===== src/rtl/lora_rx_interface_if.sv =====
// SPI link between the LoRa receive sequencer (master) and the SX1278 radio (slave).
interface lora_rx_interface_if;
    logic spi_miso;
    logic spi_cs_l;
    logic spi_sclk;
    logic spi_mosi;

    modport master (
        input  spi_miso,
        output spi_cs_l,
        output spi_sclk,
        output spi_mosi
    );

    modport slave (
        output spi_miso,
        input  spi_cs_l,
        input  spi_sclk,
        input  spi_mosi
    );
endinterface


===== src/rtl/lora_rx_interface.sv =====
// SX1278 LoRa receive sequencer: configures RX-continuous mode over SPI, polls IRQ
// flags and delivers each CRC-good payload byte on rx_data with a one-cycle rx_valid.
module lora_rx_interface (
    input  logic                       clk_in,
    input  logic                       rst,
    lora_rx_interface_if.master        spi,
    output logic [7:0]                 rx_data,
    output logic                       rx_valid,
    output logic                       VRx,
    output logic                       VRy,
    output logic                       SW,
    output logic                       btn1,
    output logic                       btn2,
    output logic                       btn3,
    output logic                       btn4,
    output logic                       rmt_rst,
    output logic [7:0]                 crc_err_cnt,
    output logic                       init_done,
    output logic [3:0]                 _state
);

    typedef enum logic [3:0] {
        INIT0   = 4'd0,
        INIT1   = 4'd1,
        INIT2   = 4'd2,
        INIT3   = 4'd3,
        POLL    = 4'd4,
        CHK     = 4'd5,
        CLR_ERR = 4'd6,
        RD_CUR  = 4'd7,
        SET_PTR = 4'd8,
        RD_FIFO = 4'd9,
        CLR_OK  = 4'd10,
        GAP     = 4'd11
    } state_t;

    // Frame slot counter: 0 setup, 1..32 bit cells (odd sclk=0, even sclk=1),
    // 33 CS hold, 34..35 CS high. Frame states own slots 0..33, CHK/GAP own 34..35.
    localparam logic [5:0] CNT_LAST_BIT = 6'd32;
    localparam logic [5:0] CNT_HOLD     = 6'd33;
    localparam logic [5:0] CNT_GAP0     = 6'd34;
    localparam logic [5:0] CNT_END      = 6'd35;

    state_t      state, state_nxt;
    state_t      ret_state, ret_nxt;
    logic [5:0]  cnt, cnt_nxt;
    logic [7:0]  rd_shift;
    logic [7:0]  ptr;
    logic        frame_end;
    logic        in_bits;
    logic [3:0]  bit_idx;
    logic [15:0] word_nxt;

    function automatic logic [15:0] frame_word(input state_t s, input logic [7:0] p);
        case (s)
            INIT0:   frame_word = 16'h8181;
            INIT1:   frame_word = 16'h8F00;
            INIT2:   frame_word = 16'h8D00;
            INIT3:   frame_word = 16'h8185;
            POLL:    frame_word = 16'h1200;
            CLR_ERR: frame_word = 16'h92FF;
            RD_CUR:  frame_word = 16'h1000;
            SET_PTR: frame_word = {8'h8D, p};
            RD_FIFO: frame_word = 16'h0000;
            CLR_OK:  frame_word = 16'h92FF;
            default: frame_word = 16'h0000;
        endcase
    endfunction

    function automatic state_t follow_state(input state_t s);
        case (s)
            INIT0:   follow_state = INIT1;
            INIT1:   follow_state = INIT2;
            INIT2:   follow_state = INIT3;
            RD_CUR:  follow_state = SET_PTR;
            SET_PTR: follow_state = RD_FIFO;
            RD_FIFO: follow_state = CLR_OK;
            default: follow_state = POLL;
        endcase
    endfunction

    always_ff @(posedge clk_in or posedge rst) begin
        if (rst) begin
            state     <= INIT0;
            ret_state <= INIT0;
            cnt       <= CNT_END;
        end else begin
            state     <= state_nxt;
            ret_state <= ret_nxt;
            cnt       <= cnt_nxt;
        end
    end

    always_comb begin
        state_nxt = state;
        ret_nxt   = ret_state;
        cnt_nxt   = (cnt == CNT_END) ? 6'd0 : cnt + 6'd1;
        frame_end = 1'b0;
        case (state)
            INIT0, INIT1, INIT2, INIT3, POLL, CLR_ERR, RD_CUR, SET_PTR, RD_FIFO, CLR_OK: begin
                if (cnt == CNT_HOLD) begin
                    frame_end = 1'b1;
                    state_nxt = (state == POLL) ? CHK : GAP;
                    ret_nxt   = follow_state(state);
                end
            end
            CHK: begin
                if (cnt == CNT_END) begin
                    if (!rd_shift[6])
                        state_nxt = POLL;
                    else if (rd_shift[5])
                        state_nxt = CLR_ERR;
                    else
                        state_nxt = RD_CUR;
                end
            end
            GAP: begin
                if (cnt == CNT_END)
                    state_nxt = ret_state;
            end
            default: begin
                state_nxt = INIT0;
                cnt_nxt   = CNT_END;
            end
        endcase
    end

    assign in_bits  = (cnt_nxt >= 6'd1) && (cnt_nxt <= CNT_LAST_BIT);
    assign bit_idx  = 4'd15 - 4'((cnt_nxt - 6'd1) >> 1);
    assign word_nxt = frame_word(state_nxt, ptr);

    // rx_valid is a one-cycle strobe with no back-pressure: rx_data is valid and
    // newly updated exactly in the cycle rx_valid is high, and holds until the next.
    always_ff @(posedge clk_in or posedge rst) begin
        if (rst) begin
            spi.spi_cs_l <= 1'b1;
            spi.spi_sclk <= 1'b0;
            spi.spi_mosi <= 1'b0;
            rd_shift     <= 8'h00;
            ptr          <= 8'h00;
            rx_data      <= 8'h00;
            rx_valid     <= 1'b0;
            crc_err_cnt  <= 8'h00;
            init_done    <= 1'b0;
        end else begin
            spi.spi_cs_l <= (cnt_nxt >= CNT_GAP0);
            spi.spi_sclk <= in_bits && !cnt_nxt[0];
            spi.spi_mosi <= in_bits ? word_nxt[bit_idx] : 1'b0;
            // Sample on the edge that raises sclk, i.e. at the end of an odd slot.
            if (cnt[0] && (cnt <= 6'd31))
                rd_shift <= {rd_shift[6:0], spi.spi_miso};
            rx_valid <= 1'b0;
            if (frame_end) begin
                case (state)
                    INIT3:   init_done <= 1'b1;
                    RD_CUR:  ptr <= rd_shift;
                    RD_FIFO: begin
                        rx_data  <= rd_shift;
                        rx_valid <= 1'b1;
                    end
                    CLR_ERR: begin
                        if (crc_err_cnt != 8'hFF)
                            crc_err_cnt <= crc_err_cnt + 8'd1;
                    end
                    default: ;
                endcase
            end
        end
    end

    assign {VRx, VRy, SW, btn1, btn2, btn3, btn4, rmt_rst} = rx_data;
    assign _state = state;

endmodule


===== src/flat_wrapper.sv =====
// flat-port wrapper written by rule: the top's interface ports become plain ports
module lora_rx_interface_flat 
  (clk_in, rst, rx_data, rx_valid, VRx, VRy, SW, btn1, btn2, btn3, btn4, rmt_rst, crc_err_cnt, init_done, _state, spi_spi_miso, spi_spi_cs_l, spi_spi_sclk, spi_spi_mosi);
  lora_rx_interface_if spi_i ();
  input  logic clk_in;
  input  logic rst;
  output logic [7:0] rx_data;
  output logic rx_valid;
  output logic VRx;
  output logic VRy;
  output logic SW;
  output logic btn1;
  output logic btn2;
  output logic btn3;
  output logic btn4;
  output logic rmt_rst;
  output logic [7:0] crc_err_cnt;
  output logic init_done;
  output logic [3:0] _state;
  input wire logic [$bits(spi_i.spi_miso)-1:0] spi_spi_miso;
  output wire logic [$bits(spi_i.spi_cs_l)-1:0] spi_spi_cs_l;
  output wire logic [$bits(spi_i.spi_sclk)-1:0] spi_spi_sclk;
  output wire logic [$bits(spi_i.spi_mosi)-1:0] spi_spi_mosi;
  assign spi_i.spi_miso = spi_spi_miso;
  assign spi_spi_cs_l = spi_i.spi_cs_l;
  assign spi_spi_sclk = spi_i.spi_sclk;
  assign spi_spi_mosi = spi_i.spi_mosi;
  lora_rx_interface u_core (.clk_in(clk_in), .rst(rst), .spi(spi_i), .rx_data(rx_data), .rx_valid(rx_valid), .VRx(VRx), .VRy(VRy), .SW(SW), .btn1(btn1), .btn2(btn2), .btn3(btn3), .btn4(btn4), .rmt_rst(rmt_rst), .crc_err_cnt(crc_err_cnt), .init_done(init_done), ._state(_state));
endmodule

===== config.mk =====
export PLATFORM = sky130hd
export DESIGN_NAME = lora_rx_interface_flat
export DESIGN_NICKNAME = d
export VERILOG_FILES = /design/src/rtl/lora_rx_interface_if.sv /design/src/rtl/lora_rx_interface.sv /design/src/flat_wrapper.sv
export SDC_FILE = /design/constraint.sdc
export NUM_CORES = 1
export LEC_CHECK = 0
export CORE_MARGIN = 5
export CORE_UTILIZATION = 30
export DETAILED_ROUTE_END_ITERATION = 6
export PLACE_DENSITY = 0.59
export SLEW_MARGIN = 0
export SYNTH_ARGS = -nofsm -noshare
export SYNTH_HDL_FRONTEND = slang
export SYNTH_SLANG_ARGS = --single-unit

===== constraint.sdc =====
create_clock -name clk_in -period 3.8 [get_ports clk_in]
set_input_delay 0.38 -clock clk_in [delete_from_list [all_inputs] [get_ports clk_in]]
set_output_delay 0.38 -clock clk_in [all_outputs]
set_load 0.1 [all_outputs]

==> results_dict.tcl <==
set metrics [dict create \
    yosysWarnings 0 \
    worst-r2r-cell-count 12 \
    syn_avg_cell_area_um2 11.0 \
    crit_start "u_core.cnt[0]" \
    hold_violations 0 \
    cts_buffers 5 \
    worst_path_max_delay_cell "dfstp_2" \
    crit_end "u_core.spi.spi_mosi" \
    routed_wl_mm 6.00 \
    fp.coreArea_um2 9680 \
    synth-main-ff-cell "dfrtp_1" \
    vias_per_cell 4.95 \
    p_leak_nw 1.40 \
    rsz0062_at_grt "no" \
    synth_compound_area_frac 0.137 \
    utilization 0.349 \
    relSlewSlack 0.342 \
    drive_gt1_frac 0.229 \
    layout.nets 299 \
    crit_cells 12 \
    fin_worst_skew_ns 0.0103 \
    synthCells 268 \
    worstSetupPathType "flop to flop" \
    p_total_uw 905 \
    fin_crit_sh 0.922 \
    area_delta_synth_final_pct 14.5 \
    yosys.cell_types.count 62 \
    route.detailed.drc 0 \
    r2r_setup_slack_ns 0.30 \
    synth_top_family_by_area "simple AND/OR/NAND/NOR gates" \
    initial_utilization 0.305 \
    die_area_um2 11900 \
    cp_top_family "simple AND/OR/NAND/NOR gates" \
    path_max_fanout 8 \
    ys_seq_area_frac 0.434 \
    clk_pin_slew_ns 0.11 \
    grt_usage 0.108 \
    crit_buf_inv 0 \
    setup_tns_ns 0 \
    reg2reg_to "u_core.spi.spi_mosi" \
    max-clock-path-buffers 2 \
    synth_nets 276 \
    die_w_um 109 \
    end_kind "flop" \
    maxSlewViolCount 0 \
    setup_viol_count_final 0 \
    wl_per_cell_um 14.1 \
    drtAntennaViolNets 0 \
    synthArstFlopShare 1.00 \
    syn_area_um2 2950 \
    hp-class "input port to async pin" \
    worstPathRequired_ns 4.00 \
    irDropWorstVdd_uv 139 \
    ys_ff_latch 51 \
    max_clock_freq_mhz 286 \
    cp.arrival_ns 3.70 \
    grt_pass1_vias 2060 \
    num_io_pins 36 \
    gp_congestion 0.841 \
    crit_chain "ha_2 -> or2b_2 -> nor2_1 -> nor2_1 -> nor2_1 -> ha_1 -> xnor2_1 -> nor4_1 -> or4b_1 -> a2111oi_2 -> nor3_1 -> nor4_1" \
    worst_setup_path_start_kind "flop" \
    synth_adder_area_share 0.0212 \
    clock_sinks 51 \
    synth_simple_gate_area_frac 0.156 \
    antenna_found_initial 0 \
    htree_levels 2 \
    antenna_cells 0 \
    synth-xor-area-share 0.0475 \
    power_density_nw_per_um2 268 \
    holdBufCountCts 0 \
    muxShareOfSynthArea 0.114 \
    run_status "completed" \
    insertion_delay_ns 0.31 \
    drt_iter0_drc 91 \
    drv_cap 0 \
    whs_ns 0.446 \
    die_y_um 109 \
    dp_hpwl_mm 4.38 \
    dpl_worst_slack_ns 0.313 \
    worst_pin_slew_ns 0.984 \
    reg2reg_from "u_core.cnt[0]" \
    cts-root-buf "clkbuf_8" \
    fin_crit_ns 3.50 \
    grt_pass1_wl_mm 10.4 \
    fin_ws_ns 0.298 \
    overflow 0 \
    grt_max_degree 30 \
    drt_pass1_iterations 4 \
    cts_tree "done" \
    vias 2102 \
    synth_edf_count 0 \
    port-buffer-count 35 \
    critPathMaxStageDelay_ns 0.60 \
    crit_top_cell "nor2_1" \
    core.rowCount 36 \
]
## flip-flops by register name, indices dropped and copies added, names as in the netlist
signal and count:
u_core.spi.spi_mosi 1, u_core.rx_valid 1, u_core.init_done 1, u_core.rx_data 8, u_core.spi.spi_cs_l 1, u_core.spi.spi_sclk 1, u_core.rd_shift 8, u_core.crc_err_cnt 8
u_core._state 4, u_core.ptr 8, u_core.ret_state 4, u_core.cnt 6
## repair_timing
item / 4_1_cts / 5_1_grt
resized for setup: 0 / 1
hold endpoints to repair: 0 / 0
setup buffers: 0 / 0
endpoints found under the setup margin: 0 / 1
## report_power, final
part           total [mW]  switching (mW)  internal (mW)
clock network       0.336           0.199          0.137
logic              0.0177          0.0117        0.00599
registers           0.551         0.00446          0.547
## worst min-delay path by stage
stage	to	slack (ns)	cells after the start
floorplan	u_core.ret_state[2]	0.46	2
global placement	u_core.init_done	0.44	2
detailed placement	u_core.init_done	0.45	2
CTS	u_core.crc_err_cnt[2]	0.47	2
global route	u_core.crc_err_cnt[2]	0.51	2
finish	u_core.rx_data[5]	0.45	2
## cells in the mapped netlist (all sizes together), types with 2 or more instances
cell	instances	area (µm²)
a31o	2	17.5
a41oi	3	26.3
and2b	2	17.5
o41ai	2	36.3
nand4	2	12.5
o21ai	10	50.1
o221ai	6	58.8
dfstp	4	105
a32o	2	20.0
inv	10	37.5
nand2b	4	25.0
dfrtp	47	1180
and3	3	18.8
ha	5	62.6
nor3	5	25.0
xor2	6	52.6
buf	15	121
nor2b	3	18.8
or2	2	12.5
and2	3	20.0
clkbuf	9	104
a21oi	5	25.0
mux2	27	304
nor4	5	37.5
nand3	5	25.0
nand2	21	78.8
nor2	20	75.1
a2111oi	2	23.8
xnor2	10	87.6
or2b	3	26.3
or3	2	12.5
## cells by family (layout without fill, tap and decap cells)
| logic type | Yosys count | count (layout) |
|---|---|---|
| multiplexers | 29 | 29 |
| AO/OA/AOI/OAI | 48 | 48 |
| buffers and inverters | 34 | 58 |
| adder cells (fa/ha/maj) | 5 | 5 |
| XOR/XNOR | 16 | 16 |
| AND/OR/NAND/NOR | 85 | 85 |
| flip-flops | 51 | 51 |
## layer usage
| metal | part of all wire | up-vias | GRT usage |
|---|---|---|---|
| met4 | 0.0088 | 0 | 0.0312 |
| li1 | - | 1005 | - |
| met5 | 0 | - | 0 |
| met1 | 0.48 | 1049 | 0.153 |
| met3 | 0.042 | 4 | 0.0231 |
| met2 | 0.47 | 44 | 0.166 |
## metrics by stage
step / std cells / area (µm²)
global placement: 417 / 3280
detailed placement: 417 / 3280
CTS: 425 / 3380
finish: 425 / 3380
global route: 425 / 3380
floorplan: 268 / 2950
## cells in the final DEF (no fill, tap or decap), drive strengths merged, types with 6 or more instances in the layout
cell type / n
clkdlybuf4s50: 35
dfrtp: 47
inv: 12
mux2: 27
nand2: 21
nor2: 20
o21ai: 10
o221ai: 6
xnor2: 10
xor2: 6
## cell type report
cell class / instances / area [µm²]
clock buffers: 5 / 68.8
clock inverters: 3 / 27.5
fillers: 970 / 6310
inverters: 10 / 37.5
multi-input cells: 183 / 1410
flip-flops and latches: 51 / 1280
well taps: 133 / 166
repair buffers: 40 / 388
Note: power is estimated with default switching activity, not from simulation.
==> RTL change 1, RTL diff (same flow settings) <==
Register the output `VRy`; this adds one clock of latency there. The other outputs are not delayed to match.
--- a/src/rtl/lora_rx_interface.sv
+++ b/src/rtl/lora_rx_interface.sv
@@ -42,2 +42,4 @@
     localparam logic [5:0] CNT_END      = 6'd35;
+
+    logic VRy_d;
 
@@ -170,4 +172,8 @@
 
-    assign {VRx, VRy, SW, btn1, btn2, btn3, btn4, rmt_rst} = rx_data;
+    assign {VRx, VRy_d, SW, btn1, btn2, btn3, btn4, rmt_rst} = rx_data;
     assign _state = state;
+
+    always_ff @(posedge clk_in) begin
+        VRy <= VRy_d;
+    end
 
Behaviour: no difference found for any inputs over 10 cycles, from zero or initial values and one cycle with rst high; that may be too few to reach the edited logic, so the function may still have changed.
==> RTL change 1 against the unedited design <==
Total power grew 9.8%; hold slack lost 0.051 ns; worst setup slack lost 0.019 ns; sequential cell count grew 1; sequential power grew 2%; utilization grew 1.4 points; global-route usage is essentially flat; final area shrank 0.85%; fmax shrank 0.55%; routed wire length grew 0.58%; combinational power shrank 6%; cell count shrank 2.6%; synthesized area shrank 3.4%; critical path type unchanged.
==> RTL change 1: results (changes against the unedited design) <==
Min-Delay Path Class=flop to flop; adder-cell share of the synthesized area=2.19% (+0.074 points); largest net degree at the start of global routing=52 (+73%); status=complete, no violations; Worst VDD drop=0.000131 V (-5.4%); Critical Path AT=3.72 ns (+0.02 ns); Initial DRC Count=93 (+2.2%); final WL=6040 um (+0.58%); hpwl dp=4260 um (-2.7%); share of layout cells above drive strength 1=21.4% (-1.5 points); slew margin rel.=29.5% (-4.7 points); R2R depth=10 (-2); Reg2Reg Setup Slack=0.28 ns (-0.02 ns); vias in the first global route=1969 (-4.4%); post-synthesis sequential area ratio=45.6% (+2.2 points); Final Skew=0.00878 ns (-0.00149 ns); fill count=928 (-4.3%); post-synthesis compound-gate area fraction=12.3% (-1.5 points); Final nets=292 (-2.3%); placed cells=406 (-2.6%); Switching Share=21.6% (-2.1 points); CP max stage cell=xnor2_1; syn avg cell area=11.1 um2 (+0.79%); worst-path fanout max=10 (+2); DR vias/cell=4.95 (+0.12%); Vias=2050 (-2.5%)
## RTL change 1: cell count changes after synthesis, sizes merged, moves of 5 or more
cell | before | now
a21oi | 5 | 10
buf | 15 | 10
inv | 10 | 15
nand2 | 21 | 16
## RTL change 1: path summary, 6_finish.rpt
kind	start	to
min	u_core.rx_data[6]	u_core.VRy
max reg2reg	u_core.cnt[0]	u_core.spi.spi_mosi
max in group asynchronous	rst	u_core.cnt[3]
min reg2reg	u_core.rx_data[6]	u_core.VRy
min in group asynchronous	rst	u_core.ret_state[3]
max	u_core.cnt[0]	u_core.spi.spi_mosi
## RTL change 1: cells by family (layout without fill, tap and decap cells)
kind of cell / count (synthesis) / after routing
xor+xnor: 15 / 15
flops: 52 / 52
compound gates: 48 / 48
fa+ha+maj: 5 / 5
buf+inv: 34 / 62
simple gates: 75 / 75
mux: 28 / 28
## RTL change 1: power groups by stage
| stage | clock [W] | combinational [W] | sequential (W) |
|---|---|---|---|
| finish | 0.000415 | 0.0000166 | 0.000562 |
| global route | 0.000442 | 0.0000201 | 0.000563 |
| CTS | 0.000427 | 0.0000179 | 0.000562 |
| detailed placement | 0 | 0.0000179 | 0.000573 |
| global placement | 0 | 0.0000174 | 0.000572 |
| floorplan | 0 | 0.0000119 | 0.000571 |
## RTL change 1: worst reg2reg max path: stages (launching register included)
cell	delay (ns)
dfstp_2	0.40
ha_1	0.32
and2_2	0.24
o21ai_0	0.45
inv_1	0.09
ha_1	0.24
xnor2_1	0.61
mux4_2	0.41
or3_1	0.34
a32oi_1	0.21
o2bb2ai_1	0.10
## RTL change 1: stage by stage
stage                     total power [W]  hold WS (ns)  area (um2)  setup slack, ns
after global placement           0.000590         0.385        3230            0.503
after detailed placement         0.000591         0.384        3230            0.338
after CTS                         0.00101         0.404        3350            0.312
after global routing              0.00103         0.414        3350            0.167
after floorplan                  0.000583         0.475        2850            0.414
final                            0.000993         0.395        3350            0.278
## RTL change 1: metal layers
layer / GRT usage [%] / share of wire (%)
met4: 3.61 / 1.2
met2: 17.2 / 49
met3: 2.04 / 3.7
met5: 0 / 0
met1: 14.8 / 46
## RTL change 1: cell type report
cell class,count,share of cell area (%)
clock buffer,6,2.47
clock inverter,2,1.16
inverter,16,1.94
multi-input combinational,171,39.6
sequential,52,38.8
tap,129,4.82
timing repair buffer,38,11.1
==> RTL change 2, RTL diff (same settings) <==
Without the edit above. Reset style: synchronous (`rst`), changed in 2 clocked blocks.
--- a/src/rtl/lora_rx_interface.sv
+++ b/src/rtl/lora_rx_interface.sv
@@ -81,3 +81,3 @@
 
-    always_ff @(posedge clk_in or posedge rst) begin
+    always_ff @(posedge clk_in) begin
         if (rst) begin
@@ -133,3 +133,3 @@
     // newly updated exactly in the cycle rx_valid is high, and holds until the next.
-    always_ff @(posedge clk_in or posedge rst) begin
+    always_ff @(posedge clk_in) begin
         if (rst) begin
Formal check against the unedited RTL: differs if rst is asserted again (counterexample within 4 cycles, from zero or initial values and one cycle with rst high); with rst held inactive, the same outputs for 10 cycles.
==> RTL change 2 against the unedited design <==
Routed wire length up 0.48%; sequential cell count unchanged; via count up 8.3%; global-route usage up 0.13 points; worst setup slack better by 0.32 ns; final area down 7.3%; synthesized area down 9.6%; largest cell class unchanged.
Power is not compared: it rests on default switching activity, and its combinational part moved more than twofold at a synthesized area within 25%.
==> RTL change 2: results (changes against the unedited design) <==
hpwl dp=4340 um (-0.77%); Crit path max-delay family=compound AO/OA/AOI/OAI gates; first-pass GRT wire length=10300 um (-0.93%); placed cells=441 (+5.8%); post-synthesis sequential area ratio=38.3% (-5.2 points); worst slew pin tran=0.996 ns (+0.0115 ns); commonest non-fill, non-tap cell in the layout=dfxtp_1; vias in the first global route=2123 (+3.1%); M3 GR Usage=2.73% (+0.42 points); share of layout cells above drive strength 1=7.33% (-16 points); largest net degree at the start of global routing=48 (+60%); worst-path fanout max=10 (+2); most area-consuming cells after synthesis=dfxtp_1, nand2_1, nor2_1, a21oi_1, mux2i_1; Final nets=349 (+17%); top cells by instance count after synthesis=dfxtp_1, nand2_1, nor2_1; Post-synth EDFFs=0 (unchanged); gr usage total=10.9% (+0.13 points); final period utilization=83.7% (-8.5 points); RePlAce Congestion=0.854 (+1.5%); Post-Synthesis Cells=320 (+19%); Critical Path AT=3.39 ns (-0.31 ns); Initial DRC Count=70 (-23%); drt wl/cell=13.4 um (-4.9%); met2 Usage GRT=17.1% (+0.48 points); Vias=2277 (+8.3%); grt met1 use=15.2% (-0.11 points); Critical Path Max Stage Delay=0.48 ns (-0.12 ns); CTS root buf=clkbuf_8; Min-Delay Path Class=flop to flop; Final Skew=0.00615 ns (-0.00412 ns); Post-Syn Nets=329 (+19%); status=complete, no violations; Distinct cells, synth=56 (-9.7%); Layout Cells excl Fill=449 (+5.6%); # resized after CTS=0 (unchanged); Reg2Reg Setup Slack=0.62 ns (+0.32 ns)
==> RTL change 2: cell families after synthesis <==
group           count (synthesis)  share of synthesized area, %
flops                          51                          38.3
compound gates                 66                          16.9
simple gates                  138                          25.8
mux                            12                          4.97
fa+ha+maj                       6                          2.81
xor+xnor                       13                          4.97
buf+inv                        34                          6.29
==> RTL change 2: area by class of cell <==
type	count	area [um2]
timing repair buffer	36	358
clock inverter	3	27.5
multi-input combinational	235	1480
sequential	51	1020
fill	911	5550
clock buffer	5	68.8
inverter	11	41.3
tap	108	135
==> RTL change 2: through the flow <==
step	hold slack (ns)	instance area (um2)	util, %
final	0.481	3130	36.1
after global routing	0.508	3130	36.1
after CTS	0.488	3130	36.1
after detailed placement	0.462	3030	35.0
after global placement	0.459	3030	35.0
after floorplan	0.449	2670	-
==> RTL change 2: per-layer routing <==
layer	up-vias	routed length (um)
li1	1139	-
met1	1078	3060
met2	51	2670
met3	9	222
met4	0	73
met5	-	0
==> RTL change 2: worst paths after layout <==
path                                            end         startpoint  cells past startpoint
worst max-delay path            u_core.spi.spi_mosi      u_core.cnt[2]                     10
worst min-delay path              u_core.rx_data[2]  u_core.rx_data[2]                      2
worst max register to register  u_core.spi.spi_mosi      u_core.cnt[2]                     10
worst min register to register    u_core.rx_data[2]  u_core.rx_data[2]                      2
==> RTL change 2: worst register-to-register path, delay by kind of cell, from the launching register on <==
kind | cells | cell delay, ns
muxes | 1 | 0.34
xor gates and xnor gates | 1 | 0.30
adders and majority gates | 1 | 0.35
AOI/OAI and AO/OA | 5 | 1.03
DFF | 1 | 0.40
and+or+nand+nor | 2 | 0.66
==> RTL change 2: where the power goes <==
group | internal (W) | switching (W) | total, W
combinational | 0.000239 | 0.000463 | 0.000702
sequential | 0.000569 | 0.0000498 | 0.000619
clock | 0.000137 | 0.000199 | 0.000336
